### src/rtl/serial_sub_pkg.sv
// Shared definitions for the bit-serial subtractor: state encoding and default width.
package serial_sub_pkg;

   localparam int DEF_WIDTH = 4;

   typedef enum logic [1:0] {
      IDLE = 2'b00,
      RUN  = 2'b01,
      DONE = 2'b10
   } state_t;

endpackage

### src/rtl/serial_sub_fa_bit.sv
// Combinational 1-bit full adder; the single arithmetic cell of the serial datapath.
module fa_bit (
   input  logic x,
   input  logic y,
   input  logic ci,
   output logic s,
   output logic co
);

   assign s  = x ^ y ^ ci;
   assign co = (x & y) | (x & ci) | (y & ci);

endmodule

### src/rtl/serial_sub.sv
// Bit-serial subtractor: diff = a - b - bin, LSB first, one bit per clock through one
// full-adder cell, with a start/busy/done handshake and registered result flags.
module serial_sub
   import serial_sub_pkg::*;
#(
   parameter int WIDTH = DEF_WIDTH
) (
   input  logic             clk,
   input  logic             rst_n,
   input  logic             start,
   input  logic [WIDTH-1:0] a,
   input  logic [WIDTH-1:0] b,
   input  logic             bin,
   output logic             busy,
   output logic             done,
   output logic [WIDTH-1:0] diff,
   output logic             bout,
   output logic             ovf,
   output logic             zero
);

   localparam int CW = $clog2(WIDTH);

   state_t           state, nxt;
   logic [WIDTH-1:0] a_sh, b_sh;
   logic [WIDTH-2:0] res;
   logic [WIDTH-1:0] res_nxt;
   logic [CW-1:0]    cnt;
   logic             c, a_msb, b_msb;
   logic             s, co, accept, last;

   assign accept  = start && (state != RUN);
   assign last    = (state == RUN) && (cnt == CW'(WIDTH-1));
   assign res_nxt = {s, res};
   assign busy    = (state == RUN);
   assign done    = (state == DONE);

   // subtraction as a + ~b + ~bin; carry register holds the inverted borrow
   fa_bit u_fa (
      .x  (a_sh[0]),
      .y  (~b_sh[0]),
      .ci (c),
      .s  (s),
      .co (co)
   );

   always_ff @(posedge clk or negedge rst_n) begin
      if (!rst_n) state <= IDLE;
      else        state <= nxt;
   end

   always_comb begin
      nxt = state;
      case (state)
         IDLE:    if (start) nxt = RUN;
         RUN:     if (last)  nxt = DONE;
         DONE:    nxt = start ? RUN : IDLE;
         default: nxt = IDLE;
      endcase
   end

   always_ff @(posedge clk or negedge rst_n) begin
      if (!rst_n) begin
         a_sh  <= '0;
         b_sh  <= '0;
         res   <= '0;
         cnt   <= '0;
         c     <= 1'b0;
         a_msb <= 1'b0;
         b_msb <= 1'b0;
         diff  <= '0;
         bout  <= 1'b0;
         ovf   <= 1'b0;
         zero  <= 1'b0;
      end else if (accept) begin
         a_sh  <= a;
         b_sh  <= b;
         res   <= '0;
         cnt   <= '0;
         c     <= ~bin;
         a_msb <= a[WIDTH-1];
         b_msb <= b[WIDTH-1];
      end else if (state == RUN) begin
         a_sh <= a_sh >> 1;
         b_sh <= b_sh >> 1;
         res  <= res_nxt[WIDTH-1:1];
         cnt  <= cnt + 1'b1;
         c    <= co;
         // visible outputs change only on the completion edge
         if (last) begin
            diff <= res_nxt;
            bout <= ~co;
            ovf  <= (a_msb ^ b_msb) & (s ^ a_msb);
            zero <= (res_nxt == '0);
         end
      end
   end

endmodule

### config.mk
export PLATFORM = sky130hd
export DESIGN_NAME = serial_sub
export DESIGN_NICKNAME = d
export VERILOG_FILES = /design/src/rtl/serial_sub_pkg.sv /design/src/rtl/serial_sub_fa_bit.sv /design/src/rtl/serial_sub.sv
export SDC_FILE = /design/constraint.sdc
export NUM_CORES = 1
export LEC_CHECK = 0
export ABC_AREA = 1
export CAP_MARGIN = 20
export CORE_MARGIN = 1
export CORE_UTILIZATION = 40
export CTS_CLUSTER_DIAMETER = 40
export DETAILED_ROUTE_END_ITERATION = 8
export GPL_ROUTABILITY_DRIVEN = 0
export PLACE_DENSITY_LB_ADDON = 0.1
export SLEW_MARGIN = 20
export SYNTH_ARGS = -nofsm -noshare
export SYNTH_HDL_FRONTEND = slang
export SYNTH_SLANG_ARGS = --single-unit
### constraint.sdc
create_clock -name clk -period 2.7 [get_ports clk]
set_clock_uncertainty 0.2 [all_clocks]
set_input_delay 0.54 -clock clk [delete_from_list [all_inputs] [get_ports clk]]
set_output_delay 0.54 -clock clk [all_outputs]
set_load 0.01 [all_outputs]
[Word level (Yosys, flattened, before mapping)]
Cells that the tools add are included.
Word-level totals
  bits in writable memories: 0
  ROM bits: 0
  flip-flop bits (word level): 25
  input port bits: 12
  memories: 0
  bits in latches: 0
Operators by class
  shifts and indexed selects: 0
  order comparisons: 0
  equal/unequal tests: 6
  mux-type cells: 14
  $add $sub $neg: 1
  multiply operators: 0
  bitwise operators: 14
  div/mod/pow operators: 0
  reductions and logical operators: 7
Operators by type and width (count)
  $mux W4: 4
  $mux W2: 4
  $mux W3: 2
  $pmux W2 S3: 1
  $and A1 B1 Y1: 4
  $eq A2 B2 Y1 const B: 2
  $logic_not A4 Y1: 1
  $ne A2 B1 Y1 const B: 2
  $not A1 Y1: 4
  $xor A1 B1 Y1: 4
  $mux W1: 3
  $reduce_and A3 Y1: 1
  $add A2 B1 Y2 const B: 1
  $eq A2 B1 Y1 const B: 1
  $logic_and A1 B1 Y1: 2
  $logic_not A2 Y1: 1
  $ne A2 B2 Y1 const B: 1
  $or A1 B1 Y1: 2
  $reduce_and A2 Y1: 1
  $reduce_bool A2 Y1: 1

[Longest topological paths before layout]
Gate-level depths: netlist (run 1).
  depth in word-level cells: 6
  gate-level depth with buffers: 7

[Hierarchy]
From an unflattened synthesis (run 1), not the netlist that was laid out.
Second synthesis, totals
  cell total of the unflattened synthesis: 122
  area total of the unflattened synthesis: 1101.1 um^2
Modules (own cells, without submodules)
  serial_sub: cells an instance 121, sequential area each 625.6 um^2, area an instance 1081.0 um^2, instances 1
  fa_bit: cells an instance 1, sequential area each 0.0 um^2, area an instance 20.0 um^2, instances 1

[Worst setup path before layout (run 1)]
Ideal clock, no wire load.
  kind: register to register
  start: reg c
  end: reg ovf
  data required time: 2384 ps
  buffers on the path: 0
  arrival: 1216 ps
  slack: 1168 ps
  stages on the path, launching flop included: 8
  path through: dfrtp_1 inv_1 fa_1 inv_1 nand3_1 nand2_1 nand2_1 nand2_1
On the way
  word-level cells in the longest chain between the ends: 3
Ends and longest elaborated chain
  start: declaration: RTL line serial_sub.sv:29  | logic c, a_msb, b_msb;
  start signal: assignment: RTL line serial_sub.sv:80  | c <= ~bin;
  start signal: assignment: RTL line serial_sub.sv:88  | c <= co;
  $xor A1 B1 Y1: RTL line serial_sub_fa_bit.sv:10  | assign s = x ^ y ^ ci;
  $xor A1 B1 Y1: RTL line serial_sub.sv:93  | ovf <= (a_msb ^ b_msb) & (s ^ a_msb);
  $and A1 B1 Y1: RTL line serial_sub.sv:93
  end signal: assignment: RTL line serial_sub.sv:93
  end: declaration: RTL line serial_sub.sv:18  | output logic ovf,
No other way between the ends.
A chain may end at the register's enable or synchronous reset.

[Worst setup path in the final report (run 1)]
  start: reg state[0]
  end: out busy
On the way
  word-level cells in the longest chain between the ends: 1
Ends and longest elaborated chain
  start: declaration: RTL line serial_sub.sv:24  | state_t state, nxt;
  start signal: assignment: RTL line serial_sub.sv:49  | else state <= nxt;
  $eq A2 B1 Y1: RTL line serial_sub.sv:35  | assign busy = (state == RUN);
  end: declaration: RTL line serial_sub.sv:14  | output logic busy,
No other way between the ends.

==> results of run 1 <==
worst max-delay path by stage:
| stage | start | slack [ps] | to |
|---|---|---|---|
| 2_1_floorplan | c | 1170 | ovf |
| 3_5_place_dp | start | 660 | cnt[1] |
| 3_3_place_gp | start | 710 | b_sh[3] |
| 4_1_cts | state[0] | 500 | busy |
| 5_1_grt | state[0] | 440 | busy |
| 6_report | state[0] | 520 | busy |
cell usage in the layout, fill, tap and decap left out:
cell,count
nand2_2,2
nand2_1,39
clkdlybuf4s50_1,20
nand3_1,22
fa_1,1
a21oi_1,1
o21ai_2,5
nor2_4,1
buf_4,2
o22ai_1,1
dfrtp_1,25
clkbuf_1,1
inv_1,13
nor2_1,4
o21ai_0,3
ha_1,1
clkbuf_4,3
inv_2,2
nand3b_1,1
power breakdown:
group | switching, mW | internal (mW) | total [mW] | leakage [nW]
clock network | 0.109 | 0.0578 | 0.167 | 0.0150
registers | 0.0972 | 0.536 | 0.633 | 0.320
logic | 0.409 | 0.304 | 0.712 | 0.349
total | 0.615 | 0.898 | 1.51 | 0.684
through the flow:
stage / utilization / hold WS, ps / setup WS (ps) / power [mW]
after CTS: 0.532 / 292 / 498 / 1.53
after global placement: 0.522 / 261 / 706 / 1.35
final: 0.532 / 288 / 522 / 1.51
after detailed placement: 0.522 / 260 / 657 / 1.36
after floorplan: - / 44.4 / 1170 / 1.12
after global routing: 0.532 / 319 / 442 / 1.65
critical path, stage by stage, from the launching register on:
cell and delay (ps):
dfrtp_1 440, inv_2 60, nor2_4 90, clkdlybuf4s50_1 540
final cells by class:
cell class / instances / share of cell area
multi-input cells: 81 / 0.297
repair buffers: 22 / 0.158
inverters: 15 / 0.0412
clock buffers: 4 / 0.0192
flip-flops and latches: 25 / 0.458
well taps: 30 / 0.0275
state kept, by name, indices dropped and copies added, names as in the netlist, 2 cells and up:
name and cells:
a_sh 4, b_sh 4, diff 4, res 3, cnt 2, state 2
cells by family (layout without fill, tap and decap cells):
family | Yosys count | in the layout
buffers and inverters | 19 | 41
DFF | 25 | 25
and+or+nand+nor | 69 | 69
adders and majority gates | 2 | 2
AOI/OAI and AO/OA | 10 | 10
per-layer routing:
| metal | vias to the layer above | global-route usage |
|---|---|---|
| met3 | 2 | 0.0250 |
| met4 | 0 | 0.0897 |
| li1 | 440 | - |
| met5 | - | 0 |
| met1 | 424 | 0.217 |
| met2 | 18 | 0.269 |
==> metrics.txt, run 1 <==
area of the multi-input gates=405 sq um; ys flop type=dfrtp_1; Final nets=162; mapped cell area=1120 sq um; Post-synth ARST share=1.00; post-synth cell types=18; CTS sink cnt=25; share of layout cells above drive strength 1=0.102; largest net degree at the start of global routing=26; dpl hpwl=1520 um; metal2 WL=974 um; dpl cells=173; initial DRC count=20; Worst R2R End=ovf; post-route non-filler standard cell count=177; die area=3010 sq um; FF-to-FF Start=c; DR WL met3=83 um; Worst Setup Start Kind=flop; Num CTS Buffers=3; number of synthesis warnings=0; grt ovf=0; post-cts sizing count=0; CP required=1960 ps; Root Driver=clkbuf_4; clock-pin slew on the worst setup and hold paths=130 ps; Adder-Cell Fraction of Synth Area=0.0291; initial antenna violation count=0; met1 WL=1020 um; mux contribution to synthesized area=0; WL/cell=11.8 um; Via density=4.99; fill cell count=256; first-pass GRT wire length=3540 um; Slew @ Worst Pin=336 ps; max layer used=met4; RSZ-0062 raised after global routing=no; Port Buffers=20; post-CTS setup buffers=0; antenna-violating nets left=0; Reg area=626 sq um; r2r setup slk=980 ps; P&R area growth vs syn=22.1%; I/O pins=21; Final Critical Period=2180 ps; pwr/cell area=1110 nW/um^2; Yosys top cell by area=dfrtp_1; share of the synthesized area in the top cell type=0.559; Post-Route WL=2100 um; crit path kind=flop to primary output; Hold Crit Depth=2; global-route usage over all layers=0.168; Setup Viol. Count Final=0; top-count cell post-synth=nand2_1; setup TNS=0 ps; Starting Density=0.436; synth top area cells=dfrtp_1 56%, nand2_1 13%, nand3_1 9.8%; CTS tree=built; Crit path arrival time=1440 ps; DR pass1 iterations=4; H-tree depth=1; Max Slew Vio Count=0; routed vias=884; worst hold path endpoint=a_sh[3]; FF-to-FF path depth=7; Max Root-Sink Buffers=2; relative slew slack=0.775; f_max=0.459 GHz; Die H=54.9 um; Synth Area in Compound Gates=0.0626; core region area=2570 sq um; status=completed; Critical Path End Type=primary output; hold_sp=a_sh[3]; Hold Path Class=flop to flop; CP Max Fanout=4; part of the cycle the worst path needs=0.807; final hold violation count=0; largest family of logic cells by synthesized area=simple AND/OR/NAND/NOR gates; syn_nets=139; DRC=0; XOR/XNOR share of the synthesized area=0; P_leak=0.684 nW; cts hold-fix bufs=0; number of core rows=18; Mapped Avg Cell Area=8.95 sq um; Synth Register Bits=25; ant diodes=0; Post-synth EDFFs=0; Cells after Synth=125; Die W=54.9 um; Final Instance Area=1370 sq um; Clk Latency, worst-skew pair=310 ps; Synth Area in Simple Gates=0.271; top cells by count, synth=39 x nand2_1, 25 x dfrtp_1, 22 x nand3_1; vias in the first global route=831; max-cap violations=0; maximum VDD drop=0.000646 V; sequential fraction of the synthesis area=0.559; area post-placement=1340 sq um
Note: power is estimated with default switching activity, not from simulation.
==> run 2: changes to the inputs <==
clock period = 2 ns   (was 2.7 ns; I/O delays follow)
==> run 2 against run 1 <==
  * Sequential power rose by 33%
  * Final cell count rose by 1.1%
  * Utilization rose by 0.49 points
  * Largest cell class unchanged
  * Largest power group unchanged
  * Highest routed layer unchanged
  * Combinational power rose by 36%
  * Sequential cell count did not move
  * Count of clock-buffer cells in the layout did not move
  * First-iteration DRC count fell by 25%
  * Total power rose by 35%
  * Via count fell by 2.0%
  * Sequential share of layout area fell by 0.42 points
  * Global-route usage fell by 0.49 points
  * Hold slack got worse by 57 ps
==> metrics.txt, run 2 (synthesis gave the netlist of run 1 again) <==
status=completed; Critical Path End Type=primary output; most common cell after layout, fill and taps aside=nand2_1; antenna-violating nets left=0; Final nets=164; most frequent cells in the layout=39 x nand2_1, 25 x dfrtp_1, 22 x nand3_1, 18 x clkdlybuf4s50_1, 13 x inv_1; initial antenna violation count=0; Hold Path Class=input pin to async pin; DR pass1 iterations=4; Port Buffers=20; Starting Density=0.436; global-route usage over all layers=0.164; setup TNS=0 ps; vias in the first global route=747; Switching Fraction=0.404; Via density=4.84; Max Root-Sink Buffers=2; I/O pins=21; post-layout util=0.537; CP max stage cell=clkdlybuf4s50_1; maximum VDD drop=0.000744 V; Root Driver=clkbuf_4; Die W=54.9 um; NetSw=822 uW; part of the cycle the worst path needs=0.908; relative slew slack=0.784; CP max stage delay=540 ps; WL/cell=11.7 um; max-cap violations=0; ant diodes=0; Crit path arrival time=1220 ps; CTS sink cnt=25; CP Max Fanout=2; H-tree depth=1; clock share of power=0.110; die area=3010 sq um; first-pass GRT wire length=3420 um; CP required=1400 ps; initial DRC count=15; Hold Slack=231 ps; largest registers=a_sh: 4 flops, b_sh: 4 flops, diff: 4 flops; P_leak=0.699 nW; Worst Setup Start Kind=flop; pwr/cell area=1480 nW/um^2; combinational share of power=0.476; DRC=0; Buf/Inv on CP=1; routed vias=866; crit path kind=flop to primary output; Post-Route WL=2090 um; Final Critical Period=1820 ps; largest net degree at the start of global routing=26; Slew @ Worst Pin=324 ps; Setup Viol. Count Final=0; CTS tree=built; Die H=54.9 um; P&R area growth vs syn=23.3%; clock-pin slew on the worst setup and hold paths=130 ps; cell-internal power=1.21 mW; Max Slew Vio Count=0; family with the most delay on the worst path=buffers and inverters; Num CTS Buffers=3; dpl hpwl=1440 um; sequential power share=0.414; number of core rows=18; final hold violation count=0; post-route non-filler standard cell count=179; Clk Latency, worst-skew pair=310 ps; dpl cells=174; CP cell instances=clkdlybuf4s50_1; share of layout cells above drive strength 1=0.114; core region area=2570 sq um; RSZ-0062 raised after global routing=no; grt ovf=0; f_max=0.551 GHz
-- run 2: power groups by stage --
stage                     logic, mW  registers [mW]  clock network (mW)
final                         0.969           0.843               0.223
after global routing           1.10           0.873               0.243
after global placement        0.955           0.855                   0
after detailed placement      0.968           0.862                   0
after CTS                     0.981           0.845               0.233
after floorplan               0.643           0.869                   0
-- run 2: final timing paths --
check / from / endpoint / slack [ps] / depth (start not counted)
min: rst_n / b_sh[0] / 230 / 2
max: ovf / ovf / 180 / 1
min reg2reg: a_sh[3] / a_sh[3] / 290 / 2
max reg2reg: c / ovf / 290 / 7
max in group asynchronous: rst_n / ovf / 1120 / 2
min in group clk: a_sh[3] / a_sh[3] / 290 / 2
-- run 2: layout make-up --
type | instances | area (sq um)
Fill cell | 270 | 1190
Clock buffer | 4 | 26.3
Multi-Input combinational cell | 81 | 405
Tap cell | 30 | 37.5
Timing Repair Buffer | 24 | 228
Sequential cell | 25 | 626
Inverter | 15 | 56.3
-- run 2: routing by layer --
| metal | track usage | wire (um) |
|---|---|---|
| met5 | 0 | 0 |
| met4 | 0.0641 | 15 |
| met2 | 0.253 | 966 |
| met1 | 0.227 | 1020 |
| met3 | 0.0250 | 89 |
-- run 2: repair_timing --
action,4_1_cts,5_1_grt
resized for setup,2,0
setup endpoints to repair,2,0
hold buffers,0,0
setup buffers,1,0
-- run 2: metrics by stage --
| step | power, mW | worst slack, ps | area (sq um) |
|---|---|---|---|
| after global routing | 2.22 | 116 | 1380 |
| after global placement | 1.81 | 309 | 1350 |
| after floorplan | 1.51 | 468 | 1120 |
| after CTS | 2.06 | 164 | 1380 |
| after detailed placement | 1.83 | 299 | 1350 |
| final | 2.04 | 185 | 1380 |
